--- src/rtl/sentinel_key_conditioner.sv ---
// -----------------------------------------------------------------------------
// sentinel_key_conditioner
//
// Conditions the raw key pad bus for the Sentinel lock core. The input is
// synchronised and debounced. Each newly settled non-zero byte is presented as
// a one-cycle strobe. Optional rate limiting blocks presentation for a fixed
// window after too many consecutive rejected attempts.
//
// Build option:
//   SENTINEL_LOCKOUT_EN  defined   -> fail counting, LOCKOUT state and timer built
//                        undefined -> locked_out/fail_count tied to 0, and
//                                     verify_fail behaves like verify_ok
//
// Parameters:
//   DEBOUNCE_CYCLES  cycles a synchronised value must hold to count as settled (>=2)
//   MAX_FAILS        consecutive rejects that trigger lockout (1..15)
//   LOCKOUT_CYCLES   lockout window length in clocks (>=1)
//
// Ports:
//   clk          single clock, posedge
//   rst          synchronous active-high reset
//   ena          design enable; 0 holds the debouncer and freezes the FSM/timer
//   key_in[7:0]  raw asynchronous key pad bus
//   verify_ok    lock core pulse, presented key accepted
//   verify_fail  lock core pulse, presented key rejected
//   key_out[7:0] last presented key, held between strobes
//   key_valid    one-cycle strobe, key_out carries a new key
//   locked_out   high throughout LOCKOUT
//   fail_count   consecutive rejects since last accept or lockout exit
// -----------------------------------------------------------------------------
module sentinel_key_conditioner #(
  parameter int DEBOUNCE_CYCLES = 16,
  parameter int MAX_FAILS       = 3,
  parameter int LOCKOUT_CYCLES  = 1024
) (
  input  logic       clk,
  input  logic       rst,
  input  logic       ena,
  input  logic [7:0] key_in,
  input  logic       verify_ok,
  input  logic       verify_fail,
  output logic [7:0] key_out,
  output logic       key_valid,
  output logic       locked_out,
  output logic [3:0] fail_count
);

  localparam int            CW      = $clog2(DEBOUNCE_CYCLES);
  localparam logic [CW-1:0] CNT_MAX = CW'(DEBOUNCE_CYCLES - 1);

  if (DEBOUNCE_CYCLES < 2 || MAX_FAILS < 1 || MAX_FAILS > 15 || LOCKOUT_CYCLES < 1) begin : g_bad_cfg
    $error("sentinel_key_conditioner: parameter out of range");
  end

  typedef enum logic [1:0] {
    S_ACTIVE  = 2'd0,
    S_WAIT    = 2'd1,
    S_LOCKOUT = 2'd2
  } state_t;

  logic [7:0]    r_sync1;
  logic [7:0]    r_sync2;
  logic [7:0]    r_candidate;
  logic [7:0]    r_last;
  logic [7:0]    r_key_out;
  logic [CW-1:0] r_count;
  logic          r_key_valid;
  state_t        r_state;
  state_t        w_state_next;
  logic [1:0]    r_wait;
  logic [1:0]    w_wait_next;
  logic          w_settled;
  logic          w_present;
  logic          w_release;
  logic          w_lock_exit;

`ifdef SENTINEL_LOCKOUT_EN
  localparam int TW = $clog2(LOCKOUT_CYCLES + 1);
  logic [TW-1:0] r_timer;
  logic [TW-1:0] w_timer_next;
  logic [3:0]    r_fail_count;
  logic [3:0]    w_fail_next;
  logic          r_locked;
`endif

  // Settled/present are evaluated on registered state; the strobe itself is
  // registered, so it appears one cycle after the counter saturates.
  assign w_settled = (r_count == CNT_MAX);
  assign w_present = w_settled && (r_candidate != 8'h00) && (r_candidate != r_last)
                     && (r_state == S_ACTIVE) && ena;
  // A settled zero byte is a key release: allows the same key to be re-presented.
  assign w_release = w_settled && (r_candidate == 8'h00);

  always_comb begin
    w_state_next = r_state;
    w_wait_next  = r_wait;
    w_lock_exit  = 1'b0;
`ifdef SENTINEL_LOCKOUT_EN
    w_fail_next  = r_fail_count;
    w_timer_next = r_timer;
`endif
    if (ena) begin
      case (r_state)
        S_ACTIVE: begin
          if (w_present) begin
            w_state_next = S_WAIT;
            w_wait_next  = 2'd0;
          end
        end
        S_WAIT: begin
`ifdef SENTINEL_LOCKOUT_EN
          // fail is checked first so a simultaneous ok/fail counts as a reject
          if (verify_fail) begin
            w_fail_next = r_fail_count + 4'd1;
            if (w_fail_next == 4'(MAX_FAILS)) begin
              w_state_next = S_LOCKOUT;
              w_timer_next = TW'(LOCKOUT_CYCLES - 1);
            end else begin
              w_state_next = S_ACTIVE;
            end
          end else if (verify_ok) begin
            w_fail_next  = 4'd0;
            w_state_next = S_ACTIVE;
          end else
`else
          if (verify_fail || verify_ok) begin
            w_state_next = S_ACTIVE;
          end else
`endif
          // no answer within four cycles: give up, count unchanged
          if (r_wait == 2'd3) begin
            w_state_next = S_ACTIVE;
          end else begin
            w_wait_next = r_wait + 2'd1;
          end
        end
`ifdef SENTINEL_LOCKOUT_EN
        S_LOCKOUT: begin
          if (r_timer == '0) begin
            w_state_next = S_ACTIVE;
            w_fail_next  = 4'd0;
            w_lock_exit  = 1'b1;
          end else begin
            w_timer_next = r_timer - 1'b1;
          end
        end
`endif
        default: w_state_next = S_ACTIVE;
      endcase
    end
  end

  always_ff @(posedge clk) begin
    if (rst) begin
      r_state <= S_ACTIVE;
      r_wait  <= 2'd0;
`ifdef SENTINEL_LOCKOUT_EN
      r_fail_count <= 4'd0;
      r_timer      <= '0;
      r_locked     <= 1'b0;
`endif
    end else begin
      r_state <= w_state_next;
      r_wait  <= w_wait_next;
`ifdef SENTINEL_LOCKOUT_EN
      r_fail_count <= w_fail_next;
      r_timer      <= w_timer_next;
      r_locked     <= (w_state_next == S_LOCKOUT);
`endif
    end
  end

  always_ff @(posedge clk) begin
    if (rst) begin
      r_sync1     <= 8'h00;
      r_sync2     <= 8'h00;
      r_candidate <= 8'h00;
      r_count     <= '0;
      r_last      <= 8'h00;
      r_key_out   <= 8'h00;
      r_key_valid <= 1'b0;
    end else begin
      r_sync1 <= key_in;
      r_sync2 <= r_sync1;
      // While disabled the whole debouncer holds (candidate frozen, count 0),
      // so a key applied during ena=0 restarts its full settle on enable.
      if (!ena) begin
        r_count <= '0;
      end else if (r_sync2 != r_candidate) begin
        r_candidate <= r_sync2;
        r_count     <= '0;
      end else if (r_count != CNT_MAX) begin
        r_count <= r_count + 1'b1;
      end
      r_key_valid <= w_present;
      if (w_present) begin
        r_key_out <= r_candidate;
        r_last    <= r_candidate;
      end else if (w_release || w_lock_exit) begin
        r_last <= 8'h00;
      end
    end
  end

  assign key_out   = r_key_out;
  assign key_valid = r_key_valid;
`ifdef SENTINEL_LOCKOUT_EN
  assign locked_out = r_locked;
  assign fail_count = r_fail_count;
`else
  assign locked_out = 1'b0;
  assign fail_count = 4'd0;
`endif

endmodule
--- config.mk ---
export PLATFORM = sky130hd
export DESIGN_NAME = sentinel_key_conditioner
export DESIGN_NICKNAME = d
export VERILOG_FILES = /design/src/rtl/sentinel_key_conditioner.sv
export SDC_FILE = /design/constraint.sdc
export NUM_CORES = 1
export LEC_CHECK = 0
export ABC_AREA = 1
export CAP_MARGIN = 20
export CORE_MARGIN = 8
export CORE_UTILIZATION = 40
export CTS_BUF_LIST = sky130_fd_sc_hd__clkbuf_8
export DETAILED_ROUTE_END_ITERATION = 10
export GPL_ROUTABILITY_DRIVEN = 0
export GPL_TIMING_DRIVEN = 1
export PLACE_DENSITY_LB_ADDON = 0.2
export SYNTH_ARGS = -nofsm -noshare
export SYNTH_HDL_FRONTEND = slang
export SYNTH_SLANG_ARGS = --single-unit
--- constraint.sdc ---
create_clock -name clk -period 3.6 [get_ports clk]
set_input_delay 0.72 -clock clk [delete_from_list [all_inputs] [get_ports clk]]
set_output_delay 0.72 -clock clk [all_outputs]
set_load 0.02 [all_outputs]
==> impl_metrics.env <==
export IMPL_ys_seq_elements=48
export IMPL_worstPathCellList="clkdlybuf4s50_1"
export IMPL_cp_required_ps=2880
export IMPL_grt_pass1_wl_mm=6.31
export IMPL_cts_setup_buffers=0
export IMPL_ys_types=25
export IMPL_finalHoldViolCount=0
export IMPL_antenna_found_initial=0
export IMPL_reg2regPathDepth=10
export IMPL_grt_pass1_vias=1400
export IMPL_placed_area_um2=2210
export IMPL_synth_common_cells="48 x dfxtp_1, 48 x nor2_1, 43 x nand2_1"
export IMPL_clk_pin_slew_ps=90
export IMPL_ant_nets=0
export IMPL_n_fill_cell=480
export IMPL_min_path_cells=2
export IMPL_wl_met2_mm=1.58
export IMPL_cp_max_fo=2
export IMPL_yosys_most_used_dff="dfxtp_1"
export IMPL_syn_inst=257
export IMPL_ctsRootBufferMaster="clkbuf_8"
export IMPL_finalCriticalPeriod_ps=1960
export IMPL_cts_sinks=48
export IMPL_highest_layer="met4"
export IMPL_portBuffers=21
export IMPL_path_class="reg2out"
export IMPL_crit_cells=1
export IMPL_post_cts_resized=0
export IMPL_ctsHoldBuffers=0
export IMPL_drive_gt1_frac=0.0573
export IMPL_first_iter_violations=112
export IMPL_vias_per_cell=4.45
export IMPL_crit_path_end_kind="output pin"
export IMPL_path_buf_inv=1
export IMPL_cts_made_buffers=5
export IMPL_clk_latency_ps=290
export IMPL_area_delta_synth_final_pct=17.7
export IMPL_rows=25
export IMPL_whs_ps=405
export IMPL_fin_crit_sh=0.545
export IMPL_yosysSeqAreaShare=0.488
export IMPL_critPathMaxStageDelay_ps=610
export IMPL_io_pin_count=27
export IMPL_wl_per_cell_um=10.4
export IMPL_cts_path_max_buffers=2
export IMPL_final_nets=293
export IMPL_crit_path_start_kind="flop"
export IMPL_syn_mean_instance_area_um2=7.66
export IMPL_synthTopCellsByArea="dfxtp_1 49%, nor2_1 9.1%, nand2_1 8.2%"
export IMPL_p_total_mw=1.05
export IMPL_fin_area_um2=2320
export IMPL_hpwl_mm=2.53
export IMPL_met1_length_mm=1.76
export IMPL_dr_pass1_iters=4
export IMPL_max_freq_mhz=510
export IMPL_die_area_um2=7420
export IMPL_drv_cap=0
export IMPL_num_vias=1538
export IMPL_vdd_ir_drop_worst_mv=0.256
export IMPL_initial_core_util=0.417
export IMPL_power_density_nw_per_um2=452
export IMPL_yosys_warnings=0
export IMPL_diodes=0
export IMPL_cts_htree_levels=2
export IMPL_wl_met3_um=179
export IMPL_rsz0062_at_grt="no"
export IMPL_slew_violations=0
export IMPL_post_route_drc_count=0
export IMPL_setup_tns_ps=0
export IMPL_routed_wl_mm=3.59
export IMPL_final_util=0.491
export IMPL_async_flop_share=0
export IMPL_grt_max_degree=36
export IMPL_die_width_um=86.2
export IMPL_fp_dieH_um=86.2
export IMPL_core_area_um2=4720
export IMPL_critPathTopFamily="buffers and inverters"
export IMPL_cts_tree="yes"
export IMPL_crit_arrival_ps=1240
export IMPL_grtUsageTotal=0.106
export IMPL_outcome="finished, final reports clean"
export IMPL_synth_top_area_share=0.488
export IMPL_hold_path_class="reg2reg"
export IMPL_synth_area_um2=1970
export IMPL_setup_viol=0
export IMPL_leakagePower_nw=0.954
export IMPL_synth_edf_count=0
export IMPL_critPathSlowestCell="clkdlybuf4s50_1"
export IMPL_synth_top_cell_by_area="dfxtp_1"
export IMPL_grt_overflow_total=0
export IMPL_fin_skew_ps=4.89
==> final cells by class <==
cell class / instances / area, um^2 / area share
Timing Repair Buffer: 22 / 218 / 0.0940
Multi-Input combinational cell: 170 / 831 / 0.359
Inverter: 31 / 116 / 0.0502
Clock buffer: 5 / 68.8 / 0.0297
Sequential cell: 48 / 961 / 0.415
Tap cell: 67 / 83.8 / 0.0362
Clock inverter: 3 / 38.8 / 0.0167
==> cell families after synthesis <==
group,synth area share
AO/OA/AOI/OAI,0.0807
XOR/XNOR,0.0534
adder cells (fa/ha/maj),0.0127
buffers and inverters,0.0978
flip-flops,0.488
other,0.00190
AND/OR/NAND/NOR,0.266
==> layout by cell type (no fill, tap or decap), drive strengths merged <==
cell / synthesis / layout
nand2: 46 / 46
nand3b: 1 / 1
dfxtp: 48 / 48
clkinv: 0 / 1
ha: 2 / 2
a21oi: 19 / 19
conb: 1 / 5
clkdlybuf4s50: 0 / 21
nand3: 20 / 20
bufinv: 0 / 1
o21ai: 10 / 10
xnor2: 11 / 11
nor4: 1 / 1
xor2: 1 / 1
buf: 7 / 1
a21boi: 1 / 1
inv: 31 / 32
nor2: 50 / 50
or2: 1 / 1
nand4: 1 / 1
clkbuf: 5 / 5
o22ai: 1 / 1
==> metrics by stage <==
| stage | worst slack, ps | std cells |
|---|---|---|
| finish | 1640 | 346 |
| global route | 1520 | 346 |
| CTS | 1620 | 346 |
| detailed placement | 1350 | 338 |
| floorplan | 2090 | 261 |
| global placement | 1380 | 338 |
==> worst paths after layout <==
| path | from | end | slack (ps) |
|---|---|---|---|
| setup / recovery | key_out[0] | key_out[0] | 1640 |
| hold / removal | r_sync1[5] | r_sync2[5] | 400 |
| setup reg to reg | r_count[0] | r_wait[0] | 1860 |
| hold reg to reg | r_sync1[5] | r_sync2[5] | 400 |
==> report_power, final <==
group          switching (mW)  leakage [nW]  internal (mW)
Sequential             0.0185         0.392          0.548
Clock                   0.173        0.0593          0.203
Combinational          0.0605         0.503         0.0440
==> state kept, by name, summed over array words and instances (netlist names) <==
signal	count
r_wait	2
r_count	4
r_sync1	8
r_sync2	8
r_last	8
r_candidate	8
key_valid	1
key_out	8
r_state	1
==> routing by layer <==
metal / up-vias / GRT usage
met2: 28 / 0.170
li1: 830 / -
met1: 673 / 0.123
met4: 0 / 0.0414
met5: - / 0
met3: 7 / 0.0392
Note: power is estimated with default switching activity, not from simulation.
